File: src/rtl/if_pkg.sv
// Shared definitions for the instruction-fetch queue.
//   NOP_INSTR     : instruction presented to ID when nothing is valid
//   FETCH_XLEN    : width of the pc field stored in each buffer entry (keep >= XLEN)
//   fetch_entry_t : one prefetch-buffer slot {pc, instr, filled[, misalign]}
//   ptr_width()   : index width for a DEPTH-entry circular buffer
// Optional feature macro: IF_MISALIGN_TRAP_EN adds the per-entry misalign flag.
package if_pkg;

   localparam logic [31:0] NOP_INSTR  = 32'h0000_0013;
   localparam int          FETCH_XLEN = 32;

   typedef struct packed {
      logic [FETCH_XLEN-1:0] pc;
      logic [31:0]           instr;
      logic                  filled;
`ifdef IF_MISALIGN_TRAP_EN
      logic                  misalign;
`endif
   } fetch_entry_t;

   function automatic int ptr_width(input int depth);
      return (depth > 1) ? $clog2(depth) : 1;
   endfunction

endpackage

File: src/rtl/fetch_buffer.sv
// In-order circular prefetch buffer with three pointers:
//   alloc - advanced when a fetch request is accepted (slot reserved, not filled)
//   fill  - advanced when a kept IMEM response writes its instruction
//   head  - advanced when ID consumes the oldest filled slot
// Pointers carry one extra wrap bit so full and empty are distinguishable.
// Ports:
//   clk, reset                 clock, asynchronous active-high reset
//   flush                      clear every slot and rewind all pointers
//   alloc_en/alloc_pc          reserve a slot for a request at alloc_pc
//   fill_en/fill_instr         complete the slot at the fill pointer
//   pop_en                     retire the head slot
//   head_valid/pc/instr        contents of the head slot
//   alloc_cnt                  slots reserved and not yet popped
//   unfilled_cnt               slots reserved whose response is still pending
//   trap_en/trap_pc/head_misalign  (IF_MISALIGN_TRAP_EN only) flush that leaves a
//                              single ready-made misaligned entry
module fetch_buffer
   import if_pkg::*;
#(
   parameter int  XLEN  = 32,
   parameter int  DEPTH = 4,
   localparam int PW    = ptr_width(DEPTH),
   localparam int CW    = PW + 1
) (
   input  logic            clk,
   input  logic            reset,
   input  logic            flush,
`ifdef IF_MISALIGN_TRAP_EN
   input  logic            trap_en,
   input  logic [XLEN-1:0] trap_pc,
   output logic            head_misalign,
`endif
   input  logic            alloc_en,
   input  logic [XLEN-1:0] alloc_pc,
   input  logic            fill_en,
   input  logic [31:0]     fill_instr,
   input  logic            pop_en,
   output logic            head_valid,
   output logic [XLEN-1:0] head_pc,
   output logic [31:0]     head_instr,
   output logic [CW-1:0]   alloc_cnt,
   output logic [CW-1:0]   unfilled_cnt
);

   logic [CW-1:0] alloc_ptr;
   logic [CW-1:0] fill_ptr;
   logic [CW-1:0] head_ptr;
   logic [PW-1:0] alloc_idx;
   logic [PW-1:0] fill_idx;
   logic [PW-1:0] head_idx;
   fetch_entry_t  mem [DEPTH];

   assign alloc_idx    = alloc_ptr[PW-1:0];
   assign fill_idx     = fill_ptr[PW-1:0];
   assign head_idx     = head_ptr[PW-1:0];
   assign alloc_cnt    = alloc_ptr - head_ptr;
   assign unfilled_cnt = alloc_ptr - fill_ptr;

   assign head_valid = mem[head_idx].filled;
   assign head_pc    = XLEN'(mem[head_idx].pc);
   assign head_instr = mem[head_idx].instr;
`ifdef IF_MISALIGN_TRAP_EN
   assign head_misalign = mem[head_idx].misalign;
`endif

   always_ff @(posedge clk or posedge reset) begin
      if (reset) begin
         alloc_ptr <= '0;
         fill_ptr  <= '0;
         head_ptr  <= '0;
         for (int i = 0; i < DEPTH; i++) begin
            mem[i] <= '0;
         end
      end else if (flush) begin
         head_ptr <= '0;
         for (int i = 0; i < DEPTH; i++) begin
            mem[i] <= '0;
         end
`ifdef IF_MISALIGN_TRAP_EN
         if (trap_en) begin
            // slot 0 becomes a complete entry; nothing is outstanding for it
            mem[0]    <= '{pc: FETCH_XLEN'(trap_pc), instr: NOP_INSTR,
                           filled: 1'b1, misalign: 1'b1};
            alloc_ptr <= CW'(1);
            fill_ptr  <= CW'(1);
         end else begin
            alloc_ptr <= '0;
            fill_ptr  <= '0;
         end
`else
         alloc_ptr <= '0;
         fill_ptr  <= '0;
`endif
      end else begin
         // pop is written first so an alloc into the same slot (full + pop) wins
         if (pop_en) begin
            mem[head_idx].filled <= 1'b0;
            head_ptr             <= head_ptr + CW'(1);
         end
         if (fill_en) begin
            mem[fill_idx].instr  <= fill_instr;
            mem[fill_idx].filled <= 1'b1;
            fill_ptr             <= fill_ptr + CW'(1);
         end
         if (alloc_en) begin
            mem[alloc_idx].pc       <= FETCH_XLEN'(alloc_pc);
            mem[alloc_idx].instr    <= NOP_INSTR;
            mem[alloc_idx].filled   <= 1'b0;
`ifdef IF_MISALIGN_TRAP_EN
            mem[alloc_idx].misalign <= 1'b0;
`endif
            alloc_ptr               <= alloc_ptr + CW'(1);
         end
      end
   end

endmodule

File: src/rtl/if_fetch_queue.sv
// Instruction-fetch stage with a DEPTH-entry in-order prefetch buffer.
// Owns the fetch PC, the IMEM request logic and the count of stale responses
// still to be discarded after a redirect (drop_cnt).
// Ports:
//   clk, reset                       clock, asynchronous active-high reset
//   redirect_valid/redirect_pc       EX redirect; flushes the buffer
//   imem_req_valid/ready/addr        fetch request channel
//   imem_resp_valid/data             in-order responses, no backpressure
//   id_valid/ready, id_pc, id_instr  head of the buffer towards decode
//   id_misalign                      (IF_MISALIGN_TRAP_EN only) head is a
//                                    misaligned-target trap entry
// Macro IF_MISALIGN_TRAP_EN: a misaligned redirect target produces a single
// trap entry and halts fetch until the next redirect. Without it the low two
// bits of redirect_pc are ignored.
module if_fetch_queue
   import if_pkg::*;
#(
   parameter int              XLEN     = 32,
   parameter int              DEPTH    = 4,
   parameter logic [XLEN-1:0] RESET_PC = '0
) (
   input  logic            clk,
   input  logic            reset,
   input  logic            redirect_valid,
   input  logic [XLEN-1:0] redirect_pc,
   output logic            imem_req_valid,
   input  logic            imem_req_ready,
   output logic [XLEN-1:0] imem_req_addr,
   input  logic            imem_resp_valid,
   input  logic [31:0]     imem_resp_data,
   output logic            id_valid,
   input  logic            id_ready,
   output logic [XLEN-1:0] id_pc,
   output logic [31:0]     id_instr
`ifdef IF_MISALIGN_TRAP_EN
   ,
   output logic            id_misalign
`endif
);

   localparam int          CW      = ptr_width(DEPTH) + 1;
   localparam logic [CW:0] DEPTH_W = (CW + 1)'(DEPTH);

   logic [XLEN-1:0] fetch_pc;
   logic [XLEN-1:0] redirect_tgt;
   logic [CW-1:0]   drop_cnt;
   logic [CW-1:0]   alloc_cnt;
   logic [CW-1:0]   unfilled_cnt;
   logic [CW:0]     committed;
   logic            head_valid;
   logic [XLEN-1:0] head_pc;
   logic [31:0]     head_instr;
   logic            pop;
   logic            req_fire;
   logic            resp_keep;
   logic            resp_drop;
   logic            redirect_trap;
   logic            fetch_halt;

`ifdef IF_MISALIGN_TRAP_EN
   logic            head_misalign;
   assign redirect_trap = redirect_valid && (redirect_pc[1:0] != 2'b00);
   assign redirect_tgt  = redirect_pc;
   assign id_misalign   = head_valid && head_misalign;
`else
   assign redirect_trap = 1'b0;
   assign redirect_tgt  = redirect_pc & ~XLEN'(3);
`endif

   assign pop = head_valid && id_ready;

   // Slots already promised: live entries plus stale responses still coming.
   // A same-cycle pop frees its slot in time for a new request.
   assign committed = {1'b0, alloc_cnt} - {{CW{1'b0}}, pop} + {1'b0, drop_cnt};

   assign imem_req_valid = !reset && !redirect_valid && !fetch_halt && (committed < DEPTH_W);
   assign imem_req_addr  = fetch_pc;
   assign req_fire       = imem_req_valid && imem_req_ready;
   assign resp_keep      = imem_resp_valid && (drop_cnt == '0);
   assign resp_drop      = imem_resp_valid && (drop_cnt != '0);

   always_ff @(posedge clk or posedge reset) begin
      if (reset) begin
         fetch_pc   <= RESET_PC;
         drop_cnt   <= '0;
         fetch_halt <= 1'b0;
      end else if (redirect_valid) begin
         fetch_pc   <= redirect_tgt;
         // every pending response becomes stale; one arriving now is already spent
         drop_cnt   <= drop_cnt + unfilled_cnt - {{(CW-1){1'b0}}, imem_resp_valid};
         fetch_halt <= redirect_trap;
      end else begin
         if (req_fire) begin
            fetch_pc <= fetch_pc + XLEN'(4);
         end
         if (resp_drop) begin
            drop_cnt <= drop_cnt - CW'(1);
         end
      end
   end

   fetch_buffer #(
      .XLEN  (XLEN),
      .DEPTH (DEPTH)
   ) u_fetch_buffer (
      .clk           (clk),
      .reset         (reset),
      .flush         (redirect_valid),
`ifdef IF_MISALIGN_TRAP_EN
      .trap_en       (redirect_trap),
      .trap_pc       (redirect_pc),
      .head_misalign (head_misalign),
`endif
      .alloc_en      (req_fire),
      .alloc_pc      (fetch_pc),
      .fill_en       (resp_keep),
      .fill_instr    (imem_resp_data),
      .pop_en        (pop),
      .head_valid    (head_valid),
      .head_pc       (head_pc),
      .head_instr    (head_instr),
      .alloc_cnt     (alloc_cnt),
      .unfilled_cnt  (unfilled_cnt)
   );

   assign id_valid = head_valid;
   assign id_pc    = head_valid ? head_pc : '0;
   assign id_instr = head_valid ? head_instr : NOP_INSTR;

endmodule

File: config.mk
export PLATFORM = sky130hd
export DESIGN_NAME = if_fetch_queue
export DESIGN_NICKNAME = d
export VERILOG_FILES = /design/src/rtl/if_pkg.sv /design/src/rtl/fetch_buffer.sv /design/src/rtl/if_fetch_queue.sv
export SDC_FILE = /design/constraint.sdc
export NUM_CORES = 1
export LEC_CHECK = 0
export ABC_AREA = 1
export BUFFER_PORTS_ARGS = -buffer_cell sky130_fd_sc_hd__buf_2
export CORE_ASPECT_RATIO = 1.75
export CORE_MARGIN = 3
export CORE_UTILIZATION = 45
export DETAILED_ROUTE_END_ITERATION = 6
export PLACE_DENSITY = 0.69
export SLEW_MARGIN = 25
export SYNTH_ARGS = -nofsm -noshare
export SYNTH_HDL_FRONTEND = slang
export SYNTH_SLANG_ARGS = --single-unit
File: constraint.sdc
create_clock -name clk -period 16.1 [get_ports clk]
set_input_delay 2.415 -clock clk [delete_from_list [all_inputs] [get_ports clk]]
set_output_delay 2.415 -clock clk [all_outputs]
set_load 0.01 [all_outputs]
==> results.md <==
| Result | Reported | Unit |
|:---|:---|:---|
| Outcome | finished, final reports clean | - |
| Clock buffer count from CTS | 28 | - |
| Clock buffer depth | 3 | - |
| Relative contribution of sequential cells to total power | 38.8 | % |
| Time the final worst path needs with I/O delays and setup | 6643 | ps |
| Number of antenna violations at the first check in global routing | 2 | - |
| Floorplan Core Area | 35410 | um^2 |
| Top cells by area in the synthesized netlist | sky130_fd_sc_hd__dfrtp_1, sky130_fd_sc_hd__nand2_1, sky130_fd_sc_hd__nor2_1 | - |
| Global routing usage summed across all routing layers | 24.14 | % |
| Final non-filler cell total | 2599 | - |
| DR iter-0 viols | 952 | - |
| Buffer cell driving the clock tree root | sky130_fd_sc_hd__clkbuf_16 | - |
| Area added between synthesis and finish | 10.36 | % |
| Post-route worst setup slack | 9457 | ps |
| Routed WL | 46910 | um |
| Global-route wire length before repair | 75200 | um |
| Net switching share of the total power | 37.23 | % |
| Max IR drop VDD | 90.92 | uV |
| Count of buffers added by post-CTS timing repair for setup | 0 | - |
| Critical path class | input port to output pin | - |
| Average wire length per cell after detail routing | 18.05 | um |
| Maximum frequency from static timing analysis | 150.5 | MHz |
| Pre-CTS setup slack | 9426 | ps |
| Launching point of the worst reg2reg path | u_fetch_buffer.head_ptr[0] | - |
| Ys flop type | sky130_fd_sc_hd__dfrtp_1 | - |
| Vias in the first global route | 14090 | - |
| Finish-stage setup viols | 0 | - |
| Share of cells above drive strength 1 | 12.01 | % |
| Number of nets in the final layout | 2208 | - |
| Number of hold-slack violations in the final timing report | 0 | - |
| Endpoint arrival time on the critical path | 4230 | ps |
| Clock-pin slew on the worst setup and hold paths | 70 | ps |
| Hold bufs inserted after CTS | 0 | - |
| Terminus of the critical flop-to-flop path | u_fetch_buffer.mem[225] | - |
| Antenna-violating nets left | 0 | - |
| Reg2reg setup slack | 11000 | ps |
| Pre-Repair DR Iteration Count | 6 | - |
| Post-detail-place hpwl | 28720 | um |
| Count leader, synth | sky130_fd_sc_hd__nand2_1 | - |
| Via count | 14230 | - |
| Terminating pin of the worst hold path | u_fetch_buffer.mem[99] | - |
| Sinks on the clock net | 298 | - |
| Synth area leader | sky130_fd_sc_hd__dfrtp_1 | - |
| Relative slew slack | 28.68 | % |
| Post-Syn Area | 16180 | um^2 |
| Transition time at the pin with the least slew margin | 1070 | ps |
| Clk Latency, worst-skew pair | 560 | ps |
| Share of the synthesized area in the top cell type | 46.10 | % |
| Final worst-path cycle share | 41.26 | % |
| TritonCTS clock tree | built | - |
| Unique cell type count in the Yosys netlist | 34 | - |
| Kind of start point of the critical path | input port | - |
| Post-synthesis sequential area ratio | 46.10 | % |
| Most numerous cell types in the synthesized netlist | sky130_fd_sc_hd__nand2_1, sky130_fd_sc_hd__nor2_1, sky130_fd_sc_hd__dfrtp_1, sky130_fd_sc_hd__nand3_1 | - |
| Maximum number of pins on one net before global-route repair | 139 | - |
| Mapped Cells | 2037 | - |
| Net Switching | 830.7 | uW |
| Slew Limit Fails | 0 | - |
| Count of unresolved DRC violations after routing | 0 | - |
| Routed via count divided by cell count | 5.473 | - |
| Worst-path maximum fanout | 7 | - |
| Utilization after layout | 50.42 | % |
| Routability-driven placement congestion ratio | 0.9546 | - |
| Hold Path Depth | 2 | - |
| Unrepaired setup endpoints after global routing | false | - |
| Path category of the worst min-delay check | flop to flop | - |
| Fillers | 3513 | - |
| Post-synthesis sequential element count | 298 | - |
| Gates resized, CTS repair | 0 | - |
| P_leak | 9.423 | nW |
| Worst setup EP type | output pin | - |
| Clock Skews | 14.24 | ps |
| Average instance area after synthesis | 7.941 | um^2 |
| Final global-route overflow total | 0 | - |
| Initial core utilization | 45.68 | % |
| Comb pwr share | 30.4 | % |
| Ports | 168 | - |
| Number of maximum-capacitance constraint violations | 0 | - |
| Die Area | 38350 | um^2 |
| Die span in x | 149.3 | um |
| I/O Buffers | 163 | - |
| Power density over the cells | 125.0 | nW/um^2 |
| Clock group share of total power | 30.8 | % |
| Internal power | 1.401 | mW |
| Number of cells on the worst reg-to-reg path | 16 | - |
| Placed Cells | 2546 | - |
| Hold Crit Start | u_fetch_buffer.mem[99] | - |
| Number of enable flip-flop cells after synthesis | 0 | - |
| Power consumption | 2.231 | mW |
| Async set-reset flop share out of synthesis | 100.0 | % |
| Fin Setup TNS | 0 | ps |
| Number of rows created at floorplan | 91 | - |
| Height of the die | 256.8 | um |
| Synth warnings | 0 | - |
| Maximum level of the CTS H-tree | 1 | - |
| Worst setup path startpoint | id_ready | - |
| WP data required | 13690 | ps |
## cells in the final DEF (no fill, tap or decap), types with 29 or more instances in the layout
cell,instances
sky130_fd_sc_hd__nor2_1,312
sky130_fd_sc_hd__buf_2,163
sky130_fd_sc_hd__a21oi_1,46
sky130_fd_sc_hd__clkbuf_16,29
sky130_fd_sc_hd__o22ai_1,59
sky130_fd_sc_hd__nand3_1,177
sky130_fd_sc_hd__mux2i_1,116
sky130_fd_sc_hd__nand2_1,486
sky130_fd_sc_hd__dfrtp_1,296
sky130_fd_sc_hd__inv_1,155
sky130_fd_sc_hd__o21ai_0,157
## sequential cells by signal, indices dropped and copies added (netlist names)
| signal | cells |
|---|---|
| u_fetch_buffer.mem | 256 |
| u_fetch_buffer.alloc_ptr | 3 |
| u_fetch_buffer.head_ptr | 3 |
| imem_req_addr | 30 |
| drop_cnt | 3 |
| u_fetch_buffer.fill_ptr | 3 |
## metal layers
metal	up-vias	share of wire, %	global-route usage (%)	wire length [um]
li1	6722	-	-	-
met1	6940	40	29.77	18890
met2	459	51	42.64	23960
met3	104	4.5	2.405	2127
met4	0	4.1	10.36	1927
met5	-	0	0	0
## worst max-delay path by stage
stage	endpoint	cells past startpoint
final	imem_req_valid	12
after global routing	imem_req_valid	14
after CTS	imem_req_valid	12
after detailed placement	imem_req_valid	12
after global placement	imem_req_valid	12
after floorplan	drop_cnt[0]	1
## cell type report
| class | count | area [um^2] | area share [%] |
|---|---|---|---|
| Clock inverter | 16 | 161.4 | 0.9041 |
| Multi-Input combinational cell | 1439 | 7302 | 40.90 |
| Inverter | 167 | 644.4 | 3.609 |
| Antenna cell | 2 | 5.005 | 0.02803 |
| Timing Repair Buffer | 177 | 928.4 | 5.200 |
| Sequential cell | 298 | 7462 | 41.80 |
| Tap cell | 465 | 581.8 | 3.259 |
| Clock buffer | 35 | 768.2 | 4.303 |
## critical path, cell delays in order
cell	delay, ps
sky130_fd_sc_hd__buf_2	80
sky130_fd_sc_hd__inv_1	60
sky130_fd_sc_hd__nor2_2	390
sky130_fd_sc_hd__ha_1	230
sky130_fd_sc_hd__inv_1	40
sky130_fd_sc_hd__ha_1	270
sky130_fd_sc_hd__nand3_1	100
sky130_fd_sc_hd__nand2_1	50
sky130_fd_sc_hd__nand2_1	80
sky130_fd_sc_hd__nand2_1	130
sky130_fd_sc_hd__nor2_8	200
sky130_fd_sc_hd__buf_2	170
## per-stage QoR
step / instance area, um^2 / hold slack (ps)
after CTS: 17840 / 492.1
after global placement: 16910 / 472.2
after detailed placement: 16910 / 481.4
after floorplan: 16180 / 454.5
after global routing: 17850 / 512.2
final: 17850 / 492.4
## kinds of logic (layout without fill, tap and decap cells)
family                   count (synthesis)  after routing  share of synthesized area, %
other                                    1              4                       0.02318
AND/OR/NAND/NOR                       1006           1006                         25.96
flip-flops                             298            298                         46.10
XOR/XNOR                                 7              7                        0.3790
buffers and inverters                  301            395                         8.802
multiplexers                           116            116                         7.178
AO/OA/AOI/OAI                          281            281                         9.235
adder cells (fa/ha/maj)                 27             27                         2.320
## power groups by stage
stage	clock network, mW	logic, mW	registers (mW)
2_1_floorplan	0	0.489	0.867
3_3_place_gp	0	0.669	0.877
3_5_place_dp	0	0.680	0.878
4_1_cts	0.697	0.683	0.865
5_1_grt	0.725	0.765	0.874
6_report	0.687	0.678	0.867
Power figures use the tool's default switching activity.
